--- src/rtl/serial_bit_feeder_if.sv ---
// serial_bit_feeder_if: word handshake in, framed serial bit stream out
interface serial_bit_feeder_if #(parameter int WIDTH = 6);
  logic [WIDTH-1:0] din;
  logic din_valid;
  logic din_ready;
  logic x;
  logic x_active;
  logic busy;
  logic frame_done;
  modport master(output din, din_valid, input din_ready, x, x_active, busy, frame_done);
  modport slave(input din, din_valid, output din_ready, x, x_active, busy, frame_done);
endinterface

--- src/rtl/serial_bit_feeder.sv ---
// serial_bit_feeder: parallel word to framed serial bits with optional even parity and idle gap
module serial_bit_feeder #(
  parameter int WIDTH = 6,
  parameter int MSB_FIRST = 0,
  parameter int PARITY_EN = 1,
  parameter int GAP_CYCLES = 1,
  parameter logic IDLE_LEVEL = 1'b0
) (
  input logic clk,
  input logic rst,
  serial_bit_feeder_if.slave bus
);
  localparam int CW = $clog2(WIDTH + 1);
  typedef enum logic [1:0] {IDLE, SHIFT, PARITY, GAP} state_t;
  state_t state, state_n;
  logic [WIDTH-1:0] sr, sr_n;
  logic [CW-1:0] cnt, cnt_n;
  logic [3:0] gap, gap_n;
  logic par, par_n, x_n, act_n, rdy_n, done_n, end_frame;
  // sr holds only the bits not yet sent, so the next bit is always at the same end
  always_comb begin
    state_n = state;
    sr_n = sr;
    cnt_n = cnt;
    gap_n = gap;
    par_n = par;
    x_n = IDLE_LEVEL;
    act_n = 1'b0;
    rdy_n = 1'b0;
    done_n = 1'b0;
    end_frame = 1'b0;
    case (state)
      IDLE: begin
        rdy_n = 1'b1;
        if (bus.din_valid && bus.din_ready) begin
          state_n = SHIFT;
          sr_n = MSB_FIRST != 0 ? bus.din << 1 : bus.din >> 1;
          x_n = MSB_FIRST != 0 ? bus.din[WIDTH-1] : bus.din[0];
          par_n = ^bus.din;
          cnt_n = CW'(1);
          act_n = 1'b1;
          rdy_n = 1'b0;
        end
      end
      SHIFT: begin
        if (cnt != CW'(WIDTH)) begin
          x_n = MSB_FIRST != 0 ? sr[WIDTH-1] : sr[0];
          sr_n = MSB_FIRST != 0 ? sr << 1 : sr >> 1;
          cnt_n = cnt + 1'b1;
          act_n = 1'b1;
        end else if (PARITY_EN != 0) begin
          x_n = par;
          act_n = 1'b1;
          state_n = PARITY;
        end else end_frame = 1'b1;
      end
      PARITY: end_frame = 1'b1;
      GAP: begin
        state_n = gap == 4'(GAP_CYCLES) ? IDLE : GAP;
        rdy_n = gap == 4'(GAP_CYCLES);
        gap_n = gap == 4'(GAP_CYCLES) ? 4'd0 : gap + 4'd1;
      end
      default: state_n = IDLE;
    endcase
    // the frame-end cycle is the first of the gap, so gap starts counting at 1
    if (end_frame) begin
      done_n = 1'b1;
      cnt_n = '0;
      gap_n = GAP_CYCLES > 0 ? 4'd1 : 4'd0;
      state_n = GAP_CYCLES > 0 ? GAP : IDLE;
      rdy_n = GAP_CYCLES == 0;
    end
  end
  always_ff @(posedge clk or posedge rst) begin
    if (rst) begin
      state <= IDLE;
      sr <= '0;
      cnt <= '0;
      gap <= '0;
      par <= 1'b0;
      bus.x <= IDLE_LEVEL;
      bus.x_active <= 1'b0;
      bus.din_ready <= 1'b1;
      bus.busy <= 1'b0;
      bus.frame_done <= 1'b0;
    end else begin
      state <= state_n;
      sr <= sr_n;
      cnt <= cnt_n;
      gap <= gap_n;
      par <= par_n;
      bus.x <= x_n;
      bus.x_active <= act_n;
      bus.din_ready <= rdy_n;
      bus.busy <= state_n != IDLE;
      bus.frame_done <= done_n;
    end
  end
endmodule

--- src/flat_wrapper.sv ---
// flat-port wrapper written by rule: the top's interface ports become plain ports
module serial_bit_feeder_flat 
#(
  parameter int WIDTH = 6,
  parameter int MSB_FIRST = 0,
  parameter int PARITY_EN = 1,
  parameter int GAP_CYCLES = 1,
  parameter logic IDLE_LEVEL = 1'b0
)
  (clk, rst, bus_din, bus_din_valid, bus_din_ready, bus_x, bus_x_active, bus_busy, bus_frame_done);
  serial_bit_feeder_if #(.WIDTH(WIDTH)) bus_i ();
  input logic clk;
  input logic rst;
  input wire logic [$bits(bus_i.din)-1:0] bus_din;
  input wire logic [$bits(bus_i.din_valid)-1:0] bus_din_valid;
  output wire logic [$bits(bus_i.din_ready)-1:0] bus_din_ready;
  output wire logic [$bits(bus_i.x)-1:0] bus_x;
  output wire logic [$bits(bus_i.x_active)-1:0] bus_x_active;
  output wire logic [$bits(bus_i.busy)-1:0] bus_busy;
  output wire logic [$bits(bus_i.frame_done)-1:0] bus_frame_done;
  assign bus_i.din = bus_din;
  assign bus_i.din_valid = bus_din_valid;
  assign bus_din_ready = bus_i.din_ready;
  assign bus_x = bus_i.x;
  assign bus_x_active = bus_i.x_active;
  assign bus_busy = bus_i.busy;
  assign bus_frame_done = bus_i.frame_done;
  serial_bit_feeder #(.WIDTH(WIDTH), .MSB_FIRST(MSB_FIRST), .PARITY_EN(PARITY_EN), .GAP_CYCLES(GAP_CYCLES), .IDLE_LEVEL(IDLE_LEVEL)) u_core (.clk(clk), .rst(rst), .bus(bus_i));
endmodule
--- config.mk ---
export PLATFORM = sky130hd
export DESIGN_NAME = serial_bit_feeder_flat
export DESIGN_NICKNAME = d
export VERILOG_FILES = /design/src/rtl/serial_bit_feeder_if.sv /design/src/rtl/serial_bit_feeder.sv /design/src/flat_wrapper.sv
export SDC_FILE = /design/constraint.sdc
export NUM_CORES = 1
export LEC_CHECK = 0
export CORE_UTILIZATION = 53
export CTS_CLUSTER_DIAMETER = 200
export CTS_CLUSTER_SIZE = 25
export DETAILED_ROUTE_END_ITERATION = 12
export PLACE_DENSITY = 0.84
export SYNTH_ARGS = -nofsm -noshare
export SYNTH_HDL_FRONTEND = slang
export SYNTH_SLANG_ARGS = --single-unit
--- constraint.sdc ---
create_clock -name clk -period 1.9 [get_ports clk]
set_input_delay 0.285 -clock clk [delete_from_list [all_inputs] [get_ports clk]]
set_output_delay 0.285 -clock clk [all_outputs]
set_load 0.02 [all_outputs]
==> qor.csv, run 1 <==
stage;metric;value;unit
global_route;number of global-route vias before repair;715;
synth;Syn Nets;123;
drt;drt via density;5.32;
drt;number of vias in the routed layout;803;
cells_and_area;layout cell share with drive strength beyond 1;14.5;%
global_route;GRT Overall Usage;20.8;%
clock_tree;Reg clk slew, reported paths;110;ps
cells_and_area;Synth-to-Final Area Change;19.1;%
pwr;VDD IR-drop max;764;uV
drt;DRC errors left;0;
floorplan;Starting Density;56.6;%
synth;Compound-Gate Fraction of Synth Area;11.9;%
sta;min Tclk post-route;1770;ps
floorplan;IO Pins;14;
placed_design;Port Buffer Count;13;
clock_tree;Clock Sinks;20;
sta;final clock skew;4.40;ps
placed_design;final RePlAce weighted congestion;0.844;
sta;final hold slack;296;ps
floorplan;die area;2280;sq um
drt;Antenna Nets Post-Route;0;
global_route;GR Overflow Total;0;
cells_and_area;fin nets;143;
critical_path;Worst Path Arrival;1970;ps
floorplan;DIE WIDTH;47.8;microns
pwr;NetSw;0.821;mW
global_route;initial antenna violation count;0;
sta;Max Clk Rate;566;MHz
drt;number of iterations in the first detailed-routing pass;4;
pwr;P_int;1.26;mW
critical_path;Crit Path Max Fanout;6;
clock_tree;CTS root buf;clkbuf_4;
synth;post-synthesis mux area share;6.53;%
cells_and_area;commonest cells after routing, fill and taps aside;19 x dfrtp_1, 13 x clkdlybuf4s50_1, 11 x nor2_1, 9 x ha_1;
synth;post-synthesis sequential area ratio;45.2;%
status;status;finished, final reports clean;
pwr;Pleak;0.589;nW
synth;Yosys warning total;0;
drt;DR iter-0 viols;17;
floorplan;row cnt;16;
global_route;largest net degree at the start of global routing;21;
drt;DR WL/cell;12.6;microns
synth;Post-synth EDFFs;0;
sta;Worst-Margin Slew;280;ps
critical_path;CP Launch Point;u_core.state[0];
floorplan;Die Height;47.8;microns
cells_and_area;commonest non-fill, non-tap cell in the layout;dfrtp_1;
clock_tree;CTS buffer count;3;
pwr;Clock Power Share;9.9;%
sta;Max transition margin;81.1;%
sta;max-slew violation count;0;
critical_path;class of the most critical setup path;register to register;
clock_tree;number of gates resized after cts;0;
clock_tree;post-CTS setup buffer count;0;
synth;XOR/XNOR Fraction of Synth Area;4.73;%
placed_design;HPWL after DPL;1400;microns
sta;Setup-failing EPs final;0;
drt;drt total wl;1910;microns
synth;FF+latch count, synth;20;
synth;Synth Area in Simple Gates;18.5;%
clock_tree;Max Root-Sink Buffers;2;
critical_path;Critical Path RT;2100;ps
cells_and_area;n_diodes;0;
global_route;global-route wire length before repair;3170;microns
sta;final worst path period share;93.0;%
critical_path;R2R depth;6;
synth;largest family of logic cells by synthesized area;simple AND/OR/NAND/NOR gates;
sta;TNS Setup;0;ps
clock_tree;TritonCTS clock tree;built;
clock_tree;htree depth;1;
sta;RSZ-0062 raised after global routing;false;
critical_path;crit start category;register;
clock_tree;clock latency on the worst-skew pair;300;ps
pwr;Power Dens Cells;1570;nW/um^2
job;max-cap viol count;0;
critical_path;Crit Reg-Reg Startpoint;u_core.state[0];
pwr;Comb pwr share;54.3;%
worst_hold_path;worst min path class;input port to async pin;
synth;Post-synth ARST share;100;%
pwr;Net Sw Frac;39.5;%
pwr;sequential power share;35.7;%
sta;final hold violation count;0;
synth;Synth Flop Type;dfrtp_1;
synth;Synth Instances;105;
synth;synth unique cells;36;
critical_path;Setup crit end kind;register;
synth;Synth Area in Adders;10.1;%
synth;Synth Area per Inst;10.6;sq um
clock_tree;CTS Hold Bufs;0;
synth;Cell Area, Synth;1110;sq um
floorplan;Placeable Area;1960;sq um
stage by stage:
stage	setup slack (ps)	area, sq um	util (%)	power (mW)	cells
final	133	1320	67.5	2.08	151
after global routing	60.2	1320	67.5	2.28	151
after CTS	129	1320	67.5	2.09	151
after detailed placement	123	1300	66.1	1.88	147
after global placement	151	1300	66.1	1.83	147
after floorplan	239	1110	-	1.55	105
routing by layer:
layer  GRT usage [%]  share of wire, %
met4            11.7               2.3
met5               0                 0
met2            32.7                46
met3            3.40               3.9
met1            27.4                47
synthesized netlist by cell type (2+ instances only):
cell | instances | area [sq um]
a21oi_1 | 7 | 35.0
dfrtp_1 | 19 | 475
ha_1 | 9 | 113
inv_1 | 7 | 26.3
mux2_2 | 2 | 22.5
mux2i_1 | 5 | 50.1
nand2_1 | 6 | 22.5
nand2b_1 | 2 | 12.5
nor2_1 | 11 | 41.3
nor3_1 | 2 | 10.0
o21ai_0 | 5 | 25.0
o22a_1 | 2 | 17.5
xnor2_1 | 5 | 43.8
cell families after synthesis:
| family | Yosys count |
|---|---|
| buffers and inverters | 9 |
| DFF | 20 |
| adders and majority gates | 9 |
| xor gates and xnor gates | 6 |
| and+or+nand+nor | 34 |
| muxes | 7 |
| AOI/OAI and AO/OA | 20 |
final cells by class:
| class | instances | area, sq um |
|---|---|---|
| Fill cell | 145 | 638 |
| Multi-Input combinational cell | 76 | 576 |
| Sequential cell | 20 | 502 |
| Timing Repair Buffer | 17 | 160 |
| Tap cell | 27 | 33.8 |
| Clock buffer | 4 | 26.3 |
| Inverter | 7 | 26.3 |
sequential cells by signal, summed over array words and instances, names as in the netlist:
name and cells:
u_core.bus.x 1, u_core.bus.busy 1, u_core.state 2, u_core.par 1
u_core.gap 4, u_core.cnt 3, u_core.bus.frame_done 1, u_core.bus.x_active 1
u_core.bus.din_ready 1, u_core.sr 5
critical path, cell delays in order, from the launching register on:
cell and delay [ps]:
dfrtp_1 430, inv_1 90, ha_1 240, a21boi_4 170, o22a_1 200, or3_4 320
or2_1 200
power groups by stage:
stage               Clock, mW  Combinational, mW  Sequential (mW)
floorplan                   0              0.764            0.782
global placement            0               1.10            0.736
CTS                     0.214               1.14            0.742
detailed placement          0               1.13            0.752
finish                  0.206               1.13            0.743
global route            0.232               1.27            0.771
worst paths after layout:
kind	slack [ps]	end
min	300	u_core.state[1]
min reg2reg	510	u_core.par
max	130	u_core.bus.busy
max in group asynchronous	1340	u_core.bus.din_ready
min in group clk	510	u_core.par
max reg2reg	130	u_core.bus.busy
(Power assumes the default switching activity.)
==> inputs of run 2 (changes only) <==
TNS_END_PERCENT = 100   (was unset)
==> results of run 2 <==
Same layout as run 1: the final DEF is identical, and so are final timing and power.
==> inputs of run 3 (changes only) <==
CORE_UTILIZATION = 56   (was 53)
CTS_BUF_LIST = sky130_fd_sc_hd__clkbuf_8   (was unset)
GPL_TIMING_DRIVEN = 0   (was unset)
PLACE_DENSITY = 0.87   (was 0.84)
==> run 3 against run 2 <==
Critical path type unchanged. Global-route usage increased by 0.56 points. Highest routed layer unchanged. Largest cell class unchanged. Wire length increased by 2.2%. Cell area decreased by 0.47%. Non-clock buffer count decreased by 2.
==> qor.csv, run 3 (synthesis gave the netlist of run 1 again) <==
stage;metric;value;unit
cells_and_area;Regs by FF count;u_core.sr x5, u_core.gap x4, u_core.cnt x3;
drt;number of vias in the routed layout;789;
placed_design;HPWL after DPL;1480;microns
sta;TNS Setup;0;ps
critical_path;Setup crit end kind;register;
job;max-cap viol count;0;
sta;Max Clk Rate;559;MHz
clock_tree;Max Root-Sink Buffers;2;
placed_design;final RePlAce weighted congestion;0.756;
drt;Antenna Nets Post-Route;0;
pwr;VDD IR-drop max;1040;uV
clock_tree;CTS root buf;clkbuf_8;
global_route;GR Overflow Total;0;
floorplan;row cnt;15;
sta;max-slew violation count;0;
clock_tree;number of gates resized after cts;0;
sta;worst setup margin;111;ps
worst_hold_path;worst min path class;input port to async pin;
critical_path;R2R depth;5;
sta;final hold violation count;0;
sta;Setup-failing EPs final;0;
global_route;global-route wire length before repair;3250;microns
clock_tree;TritonCTS clock tree;built;
clock_tree;CTS buffer count;3;
sta;Max transition margin;51.2;%
clock_tree;htree depth;1;
sta;min Tclk post-route;1790;ps
status;status;finished, final reports clean;
global_route;largest net degree at the start of global routing;21;
clock_tree;Clock Sinks;20;
pwr;Pleak;0.583;nW
drt;drt via density;5.37;
cells_and_area;Synth-to-Final Area Change;18.6;%
drt;DR iter-0 viols;19;
cells_and_area;Largest Register;u_core.sr;
clock_tree;post-CTS setup buffer count;0;
critical_path;reg2reg end;u_core.sr[4];
floorplan;Starting Density;61.7;%
clock_tree;Reg clk slew, reported paths;70;ps
floorplan;Placeable Area;1800;sq um
clock_tree;clock latency on the worst-skew pair;250;ps
critical_path;class of the most critical setup path;register to register;
cells_and_area;n_diodes;0;
drt;drt total wl;1950;microns
global_route;number of global-route vias before repair;774;
floorplan;DIE WIDTH;46.5;microns
critical_path;Critical Path RT;2040;ps
floorplan;IO Pins;14;
sta;RSZ-0062 raised after global routing;false;
cells_and_area;layout cell share with drive strength beyond 1;11.5;%
critical_path;Crit Reg-Reg Startpoint;u_core.state[1];
sta;final worst path period share;94.2;%
floorplan;die area;2170;sq um
placed_design;Port Buffer Count;13;
global_route;GRT Overall Usage;21.4;%
drt;DRC errors left;0;
floorplan;Die Height;46.5;microns
pwr;Power Dens Cells;1600;nW/um^2
critical_path;worst reg-to-reg setup slack;110;ps
clock_tree;CTS Hold Bufs;0;
sta;final hold slack;466;ps
cells_and_area;max reg flops;5;
cells_and_area;fin nets;141;
drt;DR WL/cell;13.2;microns
critical_path;Crit Path Max Fanout;9;
critical_path;Worst Path Arrival;1930;ps
sta;Worst-Margin Slew;731;ps
drt;number of iterations in the first detailed-routing pass;4;
placed_design;Place WS;108;ps
cells_and_area;Finished Core Util;73.1;%
critical_path;crit start category;register;
global_route;initial antenna violation count;0;
cells_and_area;commonest non-fill, non-tap cell in the layout;dfrtp_1;
sta;final clock skew;4.42;ps
cells_and_area;commonest cells after routing, fill and taps aside;19 x dfrtp_1, 13 x clkdlybuf4s50_1, 11 x nor2_1, 9 x ha_1, 8 x inv_1;
run 3: cell types whose count changed in the layout (fill, tap and decap cells not counted):
cell and delta:
buf_1 +1, buf_4 -4, clkbuf_4 -3, clkbuf_8 +3, inv_1 +1
run 3: worst max-delay path by stage:
| stage | start | endpoint | slack [ps] |
|---|---|---|---|
| global route | u_core.state[0] | u_core.sr[4] | 20 |
| detailed placement | bus_din_valid | u_core.sr[4] | 110 |
| floorplan | u_core.state[0] | u_core.bus.busy | 240 |
| finish | u_core.state[1] | u_core.sr[4] | 110 |
| CTS | u_core.state[1] | u_core.sr[4] | 120 |
| global placement | bus_din_valid | u_core.bus.busy | 130 |
run 3: metal layers:
metal,global-route usage (%),vias to the layer above,wire length (microns)
li1,-,395,-
met1,27.7,380,939
met2,35.6,12,957
met3,2.35,2,37
met4,9.41,0,13
met5,0,-,0
run 3: area by class of cell:
class	instances	area, sq um
buffer	2	7.51
clock buffer	3	41.3
clock inverter	1	3.75
fill	125	484
inverter	7	26.3
multi-input combinational	76	576
sequential	20	502
tap	25	31.3
timing repair buffer	13	130
run 3: power breakdown:
group | internal, mW | leakage (nW) | switching [mW]
combinational | 0.524 | 0.312 | 0.570
clock | 0.143 | 0.0269 | 0.129
sequential | 0.614 | 0.244 | 0.131
total | 1.28 | 0.583 | 0.830
run 3: worst max-delay path, cell delays in order (launching register included):
cell,delay [ps]
dfrtp_1,440
inv_1,90
ha_1,230
a21boi_4,180
nor3_4,370
mux2_2,380
run 3: metrics by stage:
step / instances / area, sq um / power [mW]
final: 147 / 1320 / 2.11
after global routing: 147 / 1320 / 2.29
after CTS: 147 / 1320 / 2.12
after detailed placement: 143 / 1270 / 1.84
after global placement: 143 / 1270 / 1.77
after floorplan: 105 / 1110 / 1.55
